File: src/rtl/uart_rx_if.sv
// Receive-side bundle of uart_rx: line, frame format, consumer handshake and
// received word with status. The master is the surrounding system (line,
// baud tick, format, consumer); the slave is the receiver.
interface uart_rx_if;
  logic       tick;
  logic       rx;
  logic [1:0] data_bit_num;
  logic       stop_bit_num;
  logic       parity_en;
  logic       parity_type;
  logic       rx_ack;
  logic [7:0] rx_data;
  logic       rx_done;
  logic       parity_err;
  logic       frame_err;
  logic       overrun_err;
  logic       rts_n;

  modport master (
    output tick, rx, data_bit_num, stop_bit_num, parity_en, parity_type, rx_ack,
    input  rx_data, rx_done, parity_err, frame_err, overrun_err, rts_n
  );

  modport slave (
    input  tick, rx, data_bit_num, stop_bit_num, parity_en, parity_type, rx_ack,
    output rx_data, rx_done, parity_err, frame_err, overrun_err, rts_n
  );
endinterface

File: src/rtl/uart_rx.sv
// UART receiver: oversampled start detection, LSB-first deserialisation of
// 5..8 data bits with optional parity and 1 or 2 stop bits, status flags and
// rts_n flow control for back-to-back use with uart_tx.
module uart_rx #(
  parameter int OVERSAMPLE = 16
) (
  input logic     clk,
  input logic     rst_n,
  uart_rx_if.slave bus
);
  localparam int            CW      = $clog2(OVERSAMPLE);
  localparam logic [CW-1:0] HALF_M1 = CW'(OVERSAMPLE / 2 - 1);
  localparam logic [CW-1:0] FULL_M1 = CW'(OVERSAMPLE - 1);

  typedef enum logic [2:0] {IDLE, START, DATA, PARITY, STOP} state_e;

  state_e        state_q, state_d;
  logic          rx_meta_q, rxs_q;
  logic [CW-1:0] tick_cnt_q, tick_cnt_d;
  logic [2:0]    bit_cnt_q, bit_cnt_d;
  logic [7:0]    shift_q, shift_d;
  logic [1:0]    fmt_bits_q, fmt_bits_d;
  logic          fmt_stop2_q, fmt_stop2_d;
  logic          fmt_par_en_q, fmt_par_en_d;
  logic          fmt_par_odd_q, fmt_par_odd_d;
  logic          par_bit_q, par_bit_d;
  logic          stop_err_q, stop_err_d;
  logic          armed_q, armed_d;
  logic          frame_end;

  logic [7:0]    rx_data_q, rx_data_d;
  logic          done_q, done_d;
  logic          parity_err_q, parity_err_d;
  logic          frame_err_q, frame_err_d;
  logic          overrun_q, overrun_d;
  logic          rts_q, rts_d;
  logic [7:0]    data_aligned;

  // Two-flop synchroniser for the asynchronous serial line.
  // NOTE: both flops reset to the idle level so reset never looks like a start bit.
  always_ff @(posedge clk or negedge rst_n) begin
    if (!rst_n) begin
      rx_meta_q <= 1'b1;
      rxs_q     <= 1'b1;
    end else begin
      // NOTE: non-blocking assignments so every flop samples pre-edge values.
      rx_meta_q <= bus.rx;
      rxs_q     <= rx_meta_q;
    end
  end

  // FSM state and frame datapath registers.
  always_ff @(posedge clk or negedge rst_n) begin
    if (!rst_n) begin
      state_q       <= IDLE;
      tick_cnt_q    <= '0;
      bit_cnt_q     <= '0;
      shift_q       <= '0;
      fmt_bits_q    <= '0;
      fmt_stop2_q   <= 1'b0;
      fmt_par_en_q  <= 1'b0;
      fmt_par_odd_q <= 1'b0;
      par_bit_q     <= 1'b0;
      stop_err_q    <= 1'b0;
      armed_q       <= 1'b0;
    end else begin
      state_q       <= state_d;
      tick_cnt_q    <= tick_cnt_d;
      bit_cnt_q     <= bit_cnt_d;
      shift_q       <= shift_d;
      fmt_bits_q    <= fmt_bits_d;
      fmt_stop2_q   <= fmt_stop2_d;
      fmt_par_en_q  <= fmt_par_en_d;
      fmt_par_odd_q <= fmt_par_odd_d;
      par_bit_q     <= par_bit_d;
      stop_err_q    <= stop_err_d;
      armed_q       <= armed_d;
    end
  end

  // Next-state logic: everything here advances only on oversample ticks.
  always_comb begin
    // NOTE: defaults first so no path leaves a variable unassigned (no latches).
    state_d       = state_q;
    tick_cnt_d    = tick_cnt_q;
    bit_cnt_d     = bit_cnt_q;
    shift_d       = shift_q;
    fmt_bits_d    = fmt_bits_q;
    fmt_stop2_d   = fmt_stop2_q;
    fmt_par_en_d  = fmt_par_en_q;
    fmt_par_odd_d = fmt_par_odd_q;
    par_bit_d     = par_bit_q;
    stop_err_d    = stop_err_q;
    armed_d       = armed_q;
    frame_end     = 1'b0;
    if (bus.tick) begin
      unique case (state_q)
        IDLE: begin
          if (rxs_q) begin
            armed_d = 1'b1;
          end else if (armed_q) begin
            // Falling edge after a seen high level: freeze the frame format.
            state_d       = START;
            tick_cnt_d    = '0;
            bit_cnt_d     = '0;
            stop_err_d    = 1'b0;
            fmt_bits_d    = bus.data_bit_num;
            fmt_stop2_d   = bus.stop_bit_num;
            fmt_par_en_d  = bus.parity_en;
            fmt_par_odd_d = bus.parity_type;
          end
        end
        START: begin
          if (tick_cnt_q == HALF_M1) begin
            tick_cnt_d = '0;
            state_d    = rxs_q ? IDLE : DATA;
          end else begin
            tick_cnt_d = tick_cnt_q + 1'b1;
          end
        end
        DATA: begin
          if (tick_cnt_q == FULL_M1) begin
            tick_cnt_d = '0;
            shift_d    = {rxs_q, shift_q[7:1]};
            if (bit_cnt_q == {1'b0, fmt_bits_q} + 3'd4) begin
              bit_cnt_d = '0;
              state_d   = fmt_par_en_q ? PARITY : STOP;
            end else begin
              bit_cnt_d = bit_cnt_q + 3'd1;
            end
          end else begin
            tick_cnt_d = tick_cnt_q + 1'b1;
          end
        end
        PARITY: begin
          if (tick_cnt_q == FULL_M1) begin
            tick_cnt_d = '0;
            par_bit_d  = rxs_q;
            state_d    = STOP;
          end else begin
            tick_cnt_d = tick_cnt_q + 1'b1;
          end
        end
        STOP: begin
          if (tick_cnt_q == FULL_M1) begin
            tick_cnt_d = '0;
            if (!rxs_q) stop_err_d = 1'b1;
            if (bit_cnt_q[0] == fmt_stop2_q) begin
              // Leave mid-stop-bit; a low last stop (break) disarms start detection.
              state_d   = IDLE;
              bit_cnt_d = '0;
              armed_d   = rxs_q;
              frame_end = 1'b1;
            end else begin
              bit_cnt_d = bit_cnt_q + 3'd1;
            end
          end else begin
            tick_cnt_d = tick_cnt_q + 1'b1;
          end
        end
        default: state_d = IDLE;
      endcase
    end
  end

  // Status next-state: frame results on completion, rts/overrun handshake.
  always_comb begin
    data_aligned = shift_q >> (2'd3 - fmt_bits_q);
    rx_data_d    = rx_data_q;
    parity_err_d = parity_err_q;
    frame_err_d  = frame_err_q;
    overrun_d    = overrun_q;
    rts_d        = rts_q;
    done_d       = frame_end;
    if (frame_end) begin
      rx_data_d    = data_aligned;
      parity_err_d = fmt_par_en_q && ((^data_aligned ^ par_bit_q) != fmt_par_odd_q);
      frame_err_d  = stop_err_d;
    end
    if (done_q) begin
      // A new frame always wins over a simultaneous acknowledge.
      overrun_d = rts_q & ~bus.rx_ack;
      rts_d     = 1'b1;
    end else if (bus.rx_ack && rts_q) begin
      rts_d = 1'b0;
    end
  end

  // Status registers.
  always_ff @(posedge clk or negedge rst_n) begin
    if (!rst_n) begin
      rx_data_q    <= '0;
      done_q       <= 1'b0;
      parity_err_q <= 1'b0;
      frame_err_q  <= 1'b0;
      overrun_q    <= 1'b0;
      rts_q        <= 1'b0;
    end else begin
      rx_data_q    <= rx_data_d;
      done_q       <= done_d;
      parity_err_q <= parity_err_d;
      frame_err_q  <= frame_err_d;
      overrun_q    <= overrun_d;
      rts_q        <= rts_d;
    end
  end

  // Outputs: during the rx_done cycle rts_n is already high and overrun
  // reflects whether the consumer acknowledges in that same cycle.
  always_comb begin
    bus.rx_data     = rx_data_q;
    bus.rx_done     = done_q;
    bus.parity_err  = parity_err_q;
    bus.frame_err   = frame_err_q;
    bus.overrun_err = done_q ? (rts_q & ~bus.rx_ack) : overrun_q;
    bus.rts_n       = rts_q | done_q;
  end
endmodule

File: src/flat_wrapper.sv
// flat-port wrapper written by rule: the top's interface ports become plain ports
module uart_rx_flat 
#(
  parameter int OVERSAMPLE = 16
)
  (clk, rst_n, bus_tick, bus_rx, bus_data_bit_num, bus_stop_bit_num, bus_parity_en, bus_parity_type, bus_rx_ack, bus_rx_data, bus_rx_done, bus_parity_err, bus_frame_err, bus_overrun_err, bus_rts_n);
  uart_rx_if bus_i ();
  input logic clk;
  input logic rst_n;
  input wire logic [$bits(bus_i.tick)-1:0] bus_tick;
  input wire logic [$bits(bus_i.rx)-1:0] bus_rx;
  input wire logic [$bits(bus_i.data_bit_num)-1:0] bus_data_bit_num;
  input wire logic [$bits(bus_i.stop_bit_num)-1:0] bus_stop_bit_num;
  input wire logic [$bits(bus_i.parity_en)-1:0] bus_parity_en;
  input wire logic [$bits(bus_i.parity_type)-1:0] bus_parity_type;
  input wire logic [$bits(bus_i.rx_ack)-1:0] bus_rx_ack;
  output wire logic [$bits(bus_i.rx_data)-1:0] bus_rx_data;
  output wire logic [$bits(bus_i.rx_done)-1:0] bus_rx_done;
  output wire logic [$bits(bus_i.parity_err)-1:0] bus_parity_err;
  output wire logic [$bits(bus_i.frame_err)-1:0] bus_frame_err;
  output wire logic [$bits(bus_i.overrun_err)-1:0] bus_overrun_err;
  output wire logic [$bits(bus_i.rts_n)-1:0] bus_rts_n;
  assign bus_i.tick = bus_tick;
  assign bus_i.rx = bus_rx;
  assign bus_i.data_bit_num = bus_data_bit_num;
  assign bus_i.stop_bit_num = bus_stop_bit_num;
  assign bus_i.parity_en = bus_parity_en;
  assign bus_i.parity_type = bus_parity_type;
  assign bus_i.rx_ack = bus_rx_ack;
  assign bus_rx_data = bus_i.rx_data;
  assign bus_rx_done = bus_i.rx_done;
  assign bus_parity_err = bus_i.parity_err;
  assign bus_frame_err = bus_i.frame_err;
  assign bus_overrun_err = bus_i.overrun_err;
  assign bus_rts_n = bus_i.rts_n;
  uart_rx #(.OVERSAMPLE(OVERSAMPLE)) u_core (.clk(clk), .rst_n(rst_n), .bus(bus_i));
endmodule
File: config.mk
export PLATFORM = sky130hd
export DESIGN_NAME = uart_rx_flat
export DESIGN_NICKNAME = d
export VERILOG_FILES = /design/src/rtl/uart_rx_if.sv /design/src/rtl/uart_rx.sv /design/src/flat_wrapper.sv
export SDC_FILE = /design/constraint.sdc
export NUM_CORES = 1
export LEC_CHECK = 0
export CAP_MARGIN = 25
export CORE_ASPECT_RATIO = 1.75
export CORE_MARGIN = 5
export CORE_UTILIZATION = 61
export DETAILED_ROUTE_END_ITERATION = 12
export PLACE_DENSITY = 0.88
export SLEW_MARGIN = 20
export SYNTH_ARGS = -nofsm -noshare
export SYNTH_HDL_FRONTEND = slang
export SYNTH_SLANG_ARGS = --single-unit
File: constraint.sdc
create_clock -name clk -period 5.7 [get_ports clk]
set_input_delay 1.71 -clock clk [delete_from_list [all_inputs] [get_ports clk]]
set_output_delay 1.71 -clock clk [all_outputs]
set_load 0.1 [all_outputs]
==> results of run 1 <==
cells by family (layout without fill, tap and decap cells):
logic type,count (synthesis),count (layout),share of synthesized area (%)
and+or+nand+nor,57,57,13.3
DFF,41,41,45.9
AOI/OAI and AO/OA,40,40,13.2
muxes,27,27,16.5
buffers and inverters,19,40,4.13
xor gates and xnor gates,10,10,4.86
adders and majority gates,4,4,2.12
synth_stat cells (2+ instances only):
cell type / number
nand2b_1: 2
or2_2: 2
a21oi_1: 6
o31ai_1: 2
a31oi_1: 2
o21ai_0: 8
xnor2_1: 6
a221o_1: 2
buf_4: 3
ha_1: 3
o22ai_1: 2
nor2_1: 8
clkbuf_1: 4
mux2_2: 21
mux4_2: 2
nor3_1: 3
nand4_1: 4
nor3b_1: 2
nand3_1: 5
nor4_1: 2
nand2_1: 19
a21boi_0: 3
dfstp_2: 2
nor2b_1: 2
a21o_1: 3
xor2_1: 2
mux4_1: 3
inv_1: 9
a31o_2: 2
buf_2: 2
dfrtp_1: 39
and3_1: 2
registers in the layout (all words and copies together) (netlist names), 2 cells and up:
name / flops
u_core.bit_cnt_q: 3
u_core.bus.rx_data: 8
u_core.fmt_bits_q: 2
u_core.shift_q: 8
u_core.state_q: 3
u_core.tick_cnt_q: 4
per-layer routing:
metal | track usage (%) | part of all wire [%] | vias up
met5 | 0 | 0 | -
met4 | 6.73 | 1.5 | 0
met3 | 3.72 | 2.8 | 6
met2 | 31.3 | 56 | 21
met1 | 20.6 | 40 | 794
li1 | - | - | 768
stage by stage:
stage | std cells | setup WS [ns] | util (%) | total power [W]
after detailed placement | 256 | 1.33 | 68.3 | 0.000780
after global routing | 265 | 1.30 | 72.1 | 0.00108
after global placement | 256 | 1.36 | 68.3 | 0.000766
final | 265 | 1.33 | 72.1 | 0.00102
after CTS | 264 | 1.33 | 71.5 | 0.00103
after floorplan | 198 | 1.72 | - | 0.000727
worst min path at each step:
| stage | startpoint | endpoint | slack [ns] |
|---|---|---|---|
| after floorplan | u_core.rx_meta_q | u_core.rxs_q | 0.35 |
| after global placement | u_core.rx_meta_q | u_core.rxs_q | 0.35 |
| after detailed placement | u_core.rx_meta_q | u_core.rxs_q | 0.35 |
| after CTS | u_core.rx_meta_q | u_core.rxs_q | 0.36 |
| after global routing | u_core.rx_meta_q | u_core.rxs_q | 0.37 |
| final | u_core.rx_meta_q | u_core.rxs_q | 0.36 |
report_power, final:
part | total, W | internal [W] | switching (W)
Clock | 0.000242 | 0.000143 | 0.0000995
Combinational | 0.000328 | 0.000176 | 0.000152
Sequential | 0.000451 | 0.000345 | 0.000106
critical path, stage by stage:
cell,delay [ns]
clkdlybuf4s50_1,0.46
inv_1,0.05
a31o_2,0.20
buf_4,0.23
layout make-up:
type / count / share of cell area, %
Multi-Input combinational cell: 138 / 43.3
Inverter: 9 / 1.30
Timing Repair Buffer: 23 / 8.99
Sequential cell: 41 / 39.7
Clock buffer: 7 / 3.33
Tap cell: 46 / 2.22
Clock inverter: 1 / 1.16
==> summary.txt, run 1 <==
Post-synth EDFFs: 0
Final GP Congestion: 0.832
Startpoint Class: input pin
most frequent cells in the layout: dfrtp_1 (39), mux2_2 (21), clkdlybuf4s50_1 (20)
biggest area consumer among synthesized cells: dfrtp_1
leak pwr: 1.17 nW
Final nets: 231
Min Hold Slack: 0.359 ns
fmax: 0.229 GHz
Clock Sinks: 41
drt pass-1 iters: 4
die area: 0.00503 mm2
HPWL after detailed placement: 3.01 mm
reg2reg setup slack: 3.37 ns
clock tree root driver cell: clkbuf_8
Final setup violation count: 0
first-pass GRT wire length: 7.18 mm
Slew @ Worst Pin: 0.975 ns
diode count: 0
port buffer count: 22
Die Span X: 55.8 um
I/O pins: 23
initial antenna violation count: 0
Post-Syn Area per Cell: 11.3 um2
MaxCap Viol Count: 0
Setup crit end: bus_overrun_err
Mapped Cells: 198
Distinct cells, synth: 53
Layout Cell Area excl Fill: 0.00259 mm2
Via density: 6.00
reg2reg path depth: 3
slew margin rel.: 34.8%
clk_lat worst skew: 0.29 ns
vias in the first global route: 1532
clk slew on worst S/H paths: 0.08 ns
CORE AREA: 0.00359 mm2
CTS Hold Bufs: 0
Worst EP required: 3.99 ns
Die H: 90.2 um
synth warn: 0
Setup TNS: 0 ns
Crit Path Class: input pin to output port
area grow syn2layout: 15.5%
worst min path class: flip-flop to flip-flop
row cnt: 29
most common cell after layout, fill and taps aside: dfrtp_1
# H-tree levels: 2
Synthesized Nets: 211
drt wl/cell: 15.9 um
# Post-CTS Setup Buffers: 0
area of the multi-input gates: 0.00112 mm2
GRT Util Overall: 17.7%
maximum root-to-sink buffer count: 2
clk_skew: 0.00651 ns
initial core utilization: 62.4%
TritonCTS Buffers: 5
FF/Latch Area: 0.00103 mm2
Area after DPL: 0.00245 mm2
most common flop cell mapped by yosys: dfrtp_1
post-CTS sizing: 0
Critical Path Fanout Max: 2
CP startpoint: bus_rx_ack
synth top area cells: dfrtp_1 (44%), mux2_2 (11%), mux4_1 (3.5%)
WP data arrival: 2.66 ns
share of layout cells above drive strength 1: 21.0%
Final Hold Violating Endpoints: 0
Initial DRC Count: 28
peak supply drop: 0.280 mV
Final Max Tran Viols: 0
RSZ-0062 raised after global routing: no
largest net degree at the start of global routing: 42
Seq cells post-synth: 41
# DRC: 0
Tcrit/Tclk final: 76.6%
Synth top area share: 43.6%
post-synthesis sequential area ratio: 45.9%
area of the mapped netlist: 0.00224 mm2
status: finished clean
Hold Path Stages: 0
share of flip-flops with an asynchronous set or reset: 100%
Pwr Density: 394 mW/mm2
final WL: 4.21 mm
CTS tree: done
Final min period: 4.37 ns
Reg-to-Reg Start: u_core.state_q[2]
GRT overflow: 0
Filler Cell Count: 242
Crit. End Element: output port
vias: 1589
reg2reg end: u_core.bus.rx_data[0]
antenna viol nets, final: 0
(Power assumes the default switching activity.)
==> run 2, diff against run 1 <==
--- a/config.mk
+++ b/config.mk
@@ -8,9 +8,9 @@
 export CAP_MARGIN = 25
 export CORE_ASPECT_RATIO = 1.75
 export CORE_MARGIN = 5
-export CORE_UTILIZATION = 61
+export CORE_UTILIZATION = 51
 export DETAILED_ROUTE_END_ITERATION = 12
-export PLACE_DENSITY = 0.88
+export PLACE_DENSITY = 0.79
 export SLEW_MARGIN = 20
 export SYNTH_ARGS = -nofsm -noshare
 export SYNTH_HDL_FRONTEND = slang
==> constraint.sdc (replaced) <==
create_clock -name clk -period 3.9 [get_ports clk]
set_input_delay 1.17 -clock clk [delete_from_list [all_inputs] [get_ports clk]]
set_output_delay 1.17 -clock clk [all_outputs]
set_load 0.1 [all_outputs]
==> run 2 against run 1 <==
  * Register-to-register slack got worse by 1.7 ns
  * Combinational power increased by 47%
  * Largest cell class unchanged
  * Final area decreased by 1.1%
  * Critical path depth unchanged
  * Non-clock buffer count increased by 1
  * Via count about the same
  * Core utilization decreased by 13 points
==> summary.txt, run 2 (synthesis gave the netlist of run 1 again) <==
CTS Hold Bufs: 0 (unchanged)
Startpoint Class: input pin
Final Hold Violating Endpoints: 0 (unchanged)
# DRC: 0 (unchanged)
drt pass-1 iters: 4 (unchanged)
die area: 0.00587 mm2 (+17%)
GRT Util Overall: 16.4% (-1.3 points)
CP max-delay cell: clkdlybuf4s50_1
area grow syn2layout: 14.2%
HPWL after detailed placement: 3.12 mm (+3.7%)
WP data arrival: 2.08 ns (-0.58 ns)
initial antenna violation count: 0 (unchanged)
first-pass GRT wire length: 7.39 mm (+3.0%)
FF/Latch Area: 0.00103 mm2 (unchanged)
Final nets: 232 (+0.43%)
share of layout cells above drive strength 1: 22.4% (+1.4 points)
initial core utilization: 51.8% (-11 points)
cell family with the largest share of critical-path delay: buffers and inverters
Die H: 97.7 um (+8.3%)
drt wl/cell: 16.6 um (+4.4%)
worst min path class: flip-flop to flip-flop
Slew @ Worst Pin: 0.982 ns (+0.00699 ns)
Crit Path Class: input pin to output port
Final setup violation count: 0 (unchanged)
most common cell after layout, fill and taps aside: dfrtp_1
Worst EP required: 2.73 ns (-1.26 ns)
CP bufs+invs: 3 (unchanged)
final WL: 4.48 mm (+6.4%)
Setup TNS: 0 ns (unchanged)
peak supply drop: 0.410 mV (+47%)
vias in the first global route: 1547 (+0.98%)
row cnt: 32 (+10%)
Via density: 5.89 (-1.8%)
most frequent cells in the layout: dfrtp_1 (39), mux2_2 (21), nand2_1 (19)
Initial DRC Count: 60 (+110%)
Pwr Density: 552 mW/mm2 (+40%)
Final min period: 3.25 ns
# Post-CTS Setup Buffers: 0 (unchanged)
clk_skew: 0.00385 ns (-0.00265 ns)
post-CTS sizing: 0 (unchanged)
dpl ws: 0.655 ns (-0.671 ns)
MaxCap Viol Count: 0 (unchanged)
# H-tree levels: 2 (unchanged)
diode count: 0 (unchanged)
Min Hold Slack: 0.361 ns (+0.00198 ns)
port buffer count: 22 (unchanged)
Die Span X: 60.1 um (+7.7%)
Filler Cell Count: 388 (+60%)
GRT overflow: 0 (unchanged)
TritonCTS Buffers: 5 (unchanged)
vias: 1590 (+0.063%)
antenna viol nets, final: 0 (unchanged)
cell-by-cell trace of the critical path: clkdlybuf4s50_1 > inv_1 > a31o_2 > buf_12
Crit. End Element: output port
Tcrit/Tclk final: 83.4%
Final Max Tran Viols: 0 (unchanged)
status: finished clean
Critical Path Fanout Max: 2 (unchanged)
leak pwr: 1.16 nW (-0.74%)
Clock Sinks: 41 (unchanged)
CTS tree: done
clock tree root driver cell: clkbuf_8
Final GP Congestion: 0.826 (-0.79%)
RSZ-0062 raised after global routing: no
slew margin rel.: 34.3% (-0.47 points)
area of the multi-input gates: 0.00112 mm2 (unchanged)
Hold Path Stages: 0 (unchanged)
maximum root-to-sink buffer count: 2 (unchanged)
CP max stage delay: 0.46 ns (about the same)
fmax: 0.308 GHz
worst setup margin: 0.648 ns (-0.685 ns)
reg2reg path depth: 5 (+2)
I/O pins: 23 (unchanged)
CORE AREA: 0.00432 mm2 (+20%)
stages on the worst setup path: 4 (unchanged)
clk slew on worst S/H paths: 0.08 ns (about the same)
Non-Filler Instances: 270 (+1.9%)
clk_lat worst skew: 0.30 ns (about the same)
Placed Cells: 263 (+2.7%)
largest net degree at the start of global routing: 42 (unchanged)
Final Util: 59.2% (-13 points)
run 2: changes by cell type in the layout (fill, tap and decap cells not counted), sizes merged:
| cell | previous run | this run |
|---|---|---|
| bufinv | 1 | 0 |
| clkbuf | 7 | 6 |
| clkinv | 0 | 1 |
| clkdlybuf4s50 | 20 | 17 |
| buf | 3 | 7 |
run 2: path summary, 6_finish.rpt:
path	from	to	slack, ns
max	bus_rx_ack	bus_overrun_err	0.65
min	u_core.rx_meta_q	u_core.rxs_q	0.36
max reg2reg	u_core.fmt_bits_q[0]	u_core.bus.parity_err	1.66
min reg2reg	u_core.rx_meta_q	u_core.rxs_q	0.36
max in group asynchronous	rst_n	u_core.stop_err_q	2.32
min in group asynchronous	rst_n	u_core.tick_cnt_q[2]	1.00
run 2: where the power goes:
part	switching, W	internal, W
combinational	0.000224	0.000257
sequential	0.000152	0.000504
clock	0.000152	0.000124
total	0.000528	0.000886
run 2: metal layers:
layer / GRT usage, % / part of all wire [%] / vias up / routed length [um]
met4: 7.00 / 1.9 / 0 / 83
met5: 0 / 0 / - / 0
li1: - / - / 764 / -
met3: 2.93 / 3.8 / 9 / 168
met2: 27.9 / 55 / 36 / 2450
met1: 19.5 / 40 / 781 / 1780
run 2: final cells by class:
cell class	instances	share of cell area, %
Multi-Input combinational cell	138	43.7
Clock inverter	1	0.342
Sequential cell	41	40.2
Timing Repair Buffer	24	9.09
Tap cell	51	2.49
Clock buffer	6	2.83
Inverter	9	1.32
run 2: stage by stage:
step                instance area, um2  power [W]
floorplan                         2240    0.00106
global placement                  2480    0.00113
detailed placement                2480    0.00114
CTS                               2560    0.00142
global route                      2560    0.00151
finish                            2560    0.00141
==> run 3, diff against run 2 <==
==> constraint.sdc (replaced) <==
create_clock -name clk -period 2.64 [get_ports clk]
set_input_delay 0.792 -clock clk [delete_from_list [all_inputs] [get_ports clk]]
set_output_delay 0.792 -clock clk [all_outputs]
set_load 0.1 [all_outputs]
==> run 3 against run 2 <==
  * Power is 56% higher
  * Worst hold slack worse by 0.023 ns
  * Worst setup slack worse by 0.48 ns
  * Critical path depth stayed put
  * Clock power is 88% higher
  * Register-to-register slack worse by 1.3 ns
  * First-iteration DRC count is 28% higher
==> summary.txt, run 3 (synthesis gave the netlist of run 1 again) <==
first-pass GRT wire length: 7.54 mm (+2.1%)
Critical Path Fanout Max: 2 (unchanged)
maximum root-to-sink buffer count: 2 (unchanged)
Final Max Tran Viols: 0 (unchanged)
fmax: 0.404 GHz
Setup TNS: 0 ns (unchanged)
# DRC: 0 (unchanged)
Tot Pwr: 0.00220 W (+56%)
share of layout cells above drive strength 1: 29.2% (+6.8 points)
CTS Hold Bufs: 0 (unchanged)
antenna viol nets, final: 0 (unchanged)
worst min path class: input pin to asynchronous set/reset pin
Crit. End Element: output port
Final min period: 2.47 ns
Final setup violation count: 0 (unchanged)
Tcrit/Tclk final: 93.7%
CTS tree: done
Area after DPL: 0.00250 mm2 (+0.91%)
RSZ-0062 raised after global routing: no
Non-Filler Instances: 277 (+2.6%)
final WL: 4.37 mm (-2.5%)
# Post-CTS Setup Buffers: 0 (unchanged)
Initial DRC Count: 77 (+28%)
largest net degree at the start of global routing: 19 (-55%)
Slew @ Worst Pin: 0.554 ns (-0.428 ns)
GRT Util Overall: 16.6% (+0.15 points)
die area: 0.00587 mm2 (unchanged)
Final Hold Violating Endpoints: 0 (unchanged)
most frequent cells in the layout: dfrtp_1 (39), mux2_2 (21), buf_4 (20)
Filler Cell Count: 356 (-8.2%)
Crit Path Class: input pin to output port
leak pwr: 1.23 nW (+5.3%)
diode count: 0 (unchanged)
Worst EP required: 1.85 ns (-0.88 ns)
I/O pins: 23 (unchanged)
CP startpoint: bus_rx_ack
clock tree root driver cell: clkbuf_8
Clock Sinks: 41 (unchanged)
peak supply drop: 0.575 mV (+40%)
clk_skew: 0.0123 ns (+0.00844 ns)
CORE AREA: 0.00432 mm2 (unchanged)
Die H: 97.7 um (unchanged)
HPWL after detailed placement: 3.19 mm (+2.2%)
slew margin rel.: 63.1% (+29 points)
Die Span X: 60.1 um (unchanged)
CP max-delay cell: clkdlybuf4s50_1
CP max stage delay: 0.45 ns (about the same)
GRT overflow: 0 (unchanged)
Startpoint Class: input pin
initial antenna violation count: 0 (unchanged)
row cnt: 32 (unchanged)
clk slew on worst S/H paths: 0.09 ns (about the same)
status: finished clean
Final nets: 238 (+2.6%)
most common cell after layout, fill and taps aside: dfrtp_1
drt wl/cell: 15.8 um (-5.0%)
post-CTS sizing: 0 (unchanged)
port buffer count: 22 (unchanged)
Reg-to-Reg Start: u_core.fmt_bits_q[0]
cell-by-cell trace of the critical path: clkdlybuf4s50_1 > inv_1 > a31o_2 > buf_12
clk_lat worst skew: 0.30 ns (about the same)
WP data arrival: 1.68 ns (-0.40 ns)
vias in the first global route: 1631 (+5.4%)
Placed Cells: 269 (+2.3%)
vias: 1604 (+0.88%)
MaxCap Viol Count: 0 (unchanged)
# H-tree levels: 2 (unchanged)
area grow syn2layout: 16.8%
initial core utilization: 51.8% (unchanged)
Layout Cell Area excl Fill: 0.00262 mm2 (+2.2%)
Via density: 5.79 (-1.7%)
Pwr Density: 842 mW/mm2 (+53%)
TritonCTS Buffers: 5 (unchanged)
Final GP Congestion: 0.831 (+0.63%)
Final Util: 60.5% (+1.3 points)
drt pass-1 iters: 4 (unchanged)
## run 3: path summary, 6_finish.rpt
path	slack (ns)	to	cells after the start
setup reg to reg	0.38	u_core.bus.parity_err	5
hold / removal	0.34	u_core.tick_cnt_q[3]	1
max in group asynchronous	1.73	u_core.rx_meta_q	2
setup / recovery	0.17	bus_overrun_err	4
hold reg to reg	0.36	u_core.rxs_q	0
min in group clk	0.36	u_core.rxs_q	0
## run 3: final cells by class
| cell class | count | area, um2 | area share (%) |
|---|---|---|---|
| well taps | 51 | 63.8 | 2.44 |
| inverters | 9 | 33.8 | 1.29 |
| flip-flops and latches | 41 | 1030 | 39.3 |
| multi-input cells | 138 | 1120 | 42.8 |
| clock inverters | 3 | 46.3 | 1.77 |
| clock buffers | 5 | 68.8 | 2.63 |
| repair buffers | 30 | 255 | 9.76 |
## run 3: power by group
group	switching, W	internal (W)	total [W]
combinational	0.000324	0.000383	0.000707
clock	0.000237	0.000283	0.000520
sequential	0.000232	0.000745	0.000977
total	0.000793	0.00141	0.00220
## run 3: worst max-delay path, delay by kind of cell
kind | cells | cell delay [ns]
AOI/OAI and AO/OA | 1 | 0.22
buffers and inverters | 3 | 0.67
## run 3: through the flow
| step | worst slack, ns | hold slack [ns] |
|---|---|---|
| after floorplan | 0.265 | 0.345 |
| after global placement | 0.167 | 0.345 |
| after detailed placement | 0.164 | 0.347 |
| after CTS | 0.165 | 0.338 |
| after global routing | 0.150 | 0.342 |
| final | 0.166 | 0.338 |
## run 3: per-layer routing
layer | GRT usage (%) | part of all wire (%)
met1 | 19.5 | 40
met2 | 28.1 | 55
met3 | 3.06 | 2.4
met4 | 7.51 | 2.4
met5 | 0 | 0
==> variant (flow settings as in run 3) <==
`rx_data_q` no longer has a reset.
--- a/src/rtl/uart_rx.sv
+++ b/src/rtl/uart_rx.sv
@@ -189,20 +189,22 @@
   // Status registers.
   always_ff @(posedge clk or negedge rst_n) begin
     if (!rst_n) begin
-      rx_data_q    <= '0;
       done_q       <= 1'b0;
       parity_err_q <= 1'b0;
       frame_err_q  <= 1'b0;
       overrun_q    <= 1'b0;
       rts_q        <= 1'b0;
     end else begin
-      rx_data_q    <= rx_data_d;
       done_q       <= done_d;
       parity_err_q <= parity_err_d;
       frame_err_q  <= frame_err_d;
       overrun_q    <= overrun_d;
       rts_q        <= rts_d;
     end
+  end
+
+  always_ff @(posedge clk) begin
+    rx_data_q <= rx_data_d;
   end
 
   // Outputs: during the rx_done cycle rts_n is already high and overrun
Function: no difference found for any inputs over 10 cycles, from zero or initial values and one cycle with rst_n low; that may be too few to reach the edited logic, so the function may still have changed.
==> variant against run 3 <==
  * Power shrank 12%
  * Via count shrank 4.1%
  * Register-to-register slack gained 0.20 ns
  * Global-route usage shrank 0.54 points
  * Area after synthesis shrank 0.89%
  * Sequential cell count is the same
  * Synthesized cell count shrank 3.0%
  * Worst setup slack gained 0.0012 ns
  * Sequential power shrank 5.2%
  * Utilization shrank 0.079 points
  * Wire length shrank 6.6%
  * Fmax is essentially flat
  * Design area shrank 3.3%
  * Critical path depth is the same
  * Critical path type unchanged
  * Critical endpoint unchanged
==> variant: results (changes against run 3) <==
| Metric | Value |
|---|---|
| Outcome | finished clean (unchanged) |
| DRT iter0 DRCs | 48 (was 77) |
| Total number of vias | 1538 (was 1604) |
| Sequential area share after synthesis | 0.4811 (was 0.4590) |
| Non-clock buffering overhead | 0.09095 (was 0.09756) |
| DR WL met2 | 2.342 mm (was 2.393 mm) |
| Post-synth net total | 205 (was 211) |
| Mapped Avg Cell Area | 11.57 um^2 (was 11.32 um^2) |
| Fin nets | 227 (was 238) |
| Asr flop ratio synth | 0.8049 (was 1.000) |
| Setup ws final | 0.1671 ns (was 0.1659 ns) |
| Longest Clk Path Bufs | 2 (unchanged) |
| Post-synth EDFFs | 8 (was 0) |
| Synth cell count leaders | dfrtp_1 (31), mux2_2 (16), nand2_1 (14), nor2_1 (12), inv_1 (9) (was dfrtp_1 (39), mux2_2 (21), nand2_1 (19), inv_1 (9)) |
| First-pass GRT wire length | 7.072 mm (was 7.541 mm) |
| Leakage | 1.122 nW (was 1.226 nW) |
| Area after DPL | 2449 um^2 (was 2501 um^2) |
| Top cells by area, synth | dfrtp_1 (35%), edfxtp_1 (11%), mux2_2 (8.1%) (was dfrtp_1 (44%), mux2_2 (11%), mux4_1 (3.5%)) |
| Multi-Input Combinational | 131 (was 138) |
| Setup Skew | 0.01162 ns (was 0.01229 ns) |
| Avg Vias per Cell | 5.826 (was 5.791) |
| Hold Crit Class | reg -> reg (was in -> async) |
| Slew margin rel. | 0.5889 (was 0.6306) |
| Post-CTS Setup Repair Bufs | 0 (unchanged) |
| Met1 wire length | 1.463 mm (was 1.761 mm) |
| Met1 GRT Util | 0.1736 (was 0.1947) |
| Routed wl met3 | 183 um (was 104 um) |
| Share of layout cells above drive strength 1 | 0.2558 (was 0.2920) |
| Worst slack at placement | 0.1383 ns (was 0.1642 ns) |
| Most used DFF post-synth | dfrtp_1 (unchanged) |
| Clock buf count | 6 (was 5) |
| Largest class | flip-flops and latches (was multi-input combinational cells) |
| Final wirelength | 4.080 mm (was 4.366 mm) |
| Clk pin slew, worst setup/hold paths | 0.07 ns (was 0.09 ns) |
| HPWL after DPL | 3.034 mm (was 3.191 mm) |
| RD Place Congestion | 0.8235 (was 0.8310) |
| VDD IR max | 0.6997 mV (was 0.5748 mV) |
| Storage element area | 1069 um^2 (was 1028 um^2) |
| Fillcell total | 341 (was 356) |
| R2r startpoint | u_core.state_q[2] (was u_core.fmt_bits_q[0]) |
| Clock tree cell share of total cell area | 0.03262 (was 0.04400) |
| M3 GR Usage | 0.03191 (was 0.03059) |
| Buffers, non-clock | 26 (was 30) |
| Num CTS Buffers | 5 (unchanged) |
| GRT Total Usage | 0.1605 (was 0.1659) |
| Reg2reg end | u_core.state_q[1] (was u_core.bus.parity_err) |
| Core ar. | 4189 um^2 (was 4324 um^2) |
| Fraction of area in multi-input gates | 0.4167 (was 0.4280) |
| Largest net degree at the start of global routing | 34 (was 19) |
| CTS Root Cell | clkbuf_8 (unchanged) |
| H-tree depth | 2 (unchanged) |
| Cells on Worst Hold Path | 0 |
| Cells after DPL | 256 (was 269) |
| R2R setup slack | 0.58 ns (was 0.38 ns) |
==> variant: changes by cell type in the layout (fill, tap and decap cells not counted), moves of 4 or more <==
cell	before	now
dfrtp_1	39	31
edfxtp_1	0	8
nand2_1	19	14
mux2_2	21	16
nand4_1	4	0
buf_4	20	16
nor2_1	8	12
==> variant: logic make-up (layout without fill, tap and decap cells) <==
family,after synthesis,after routing,share of synthesized area
flops,41,41,0.4811
mux,24,24,0.1487
buf+inv,20,43,0.04394
fa+ha+maj,4,4,0.02141
xor+xnor,10,10,0.05578
compound gates,35,35,0.1099
simple gates,58,58,0.1392
==> variant: stage by stage <==
stage	utilization	hold slack [ns]
final	0.6042	0.3575
after global routing	0.6042	0.3636
after CTS	0.6042	0.3584
after detailed placement	0.5845	0.3475
after global placement	0.5845	0.3459
after floorplan	-	0.3452
==> variant: power by group <==
group          switching (mW)  internal [mW]  total, mW
Sequential              0.190          0.735      0.926
Combinational           0.300          0.313      0.613
Clock                   0.211          0.183      0.394
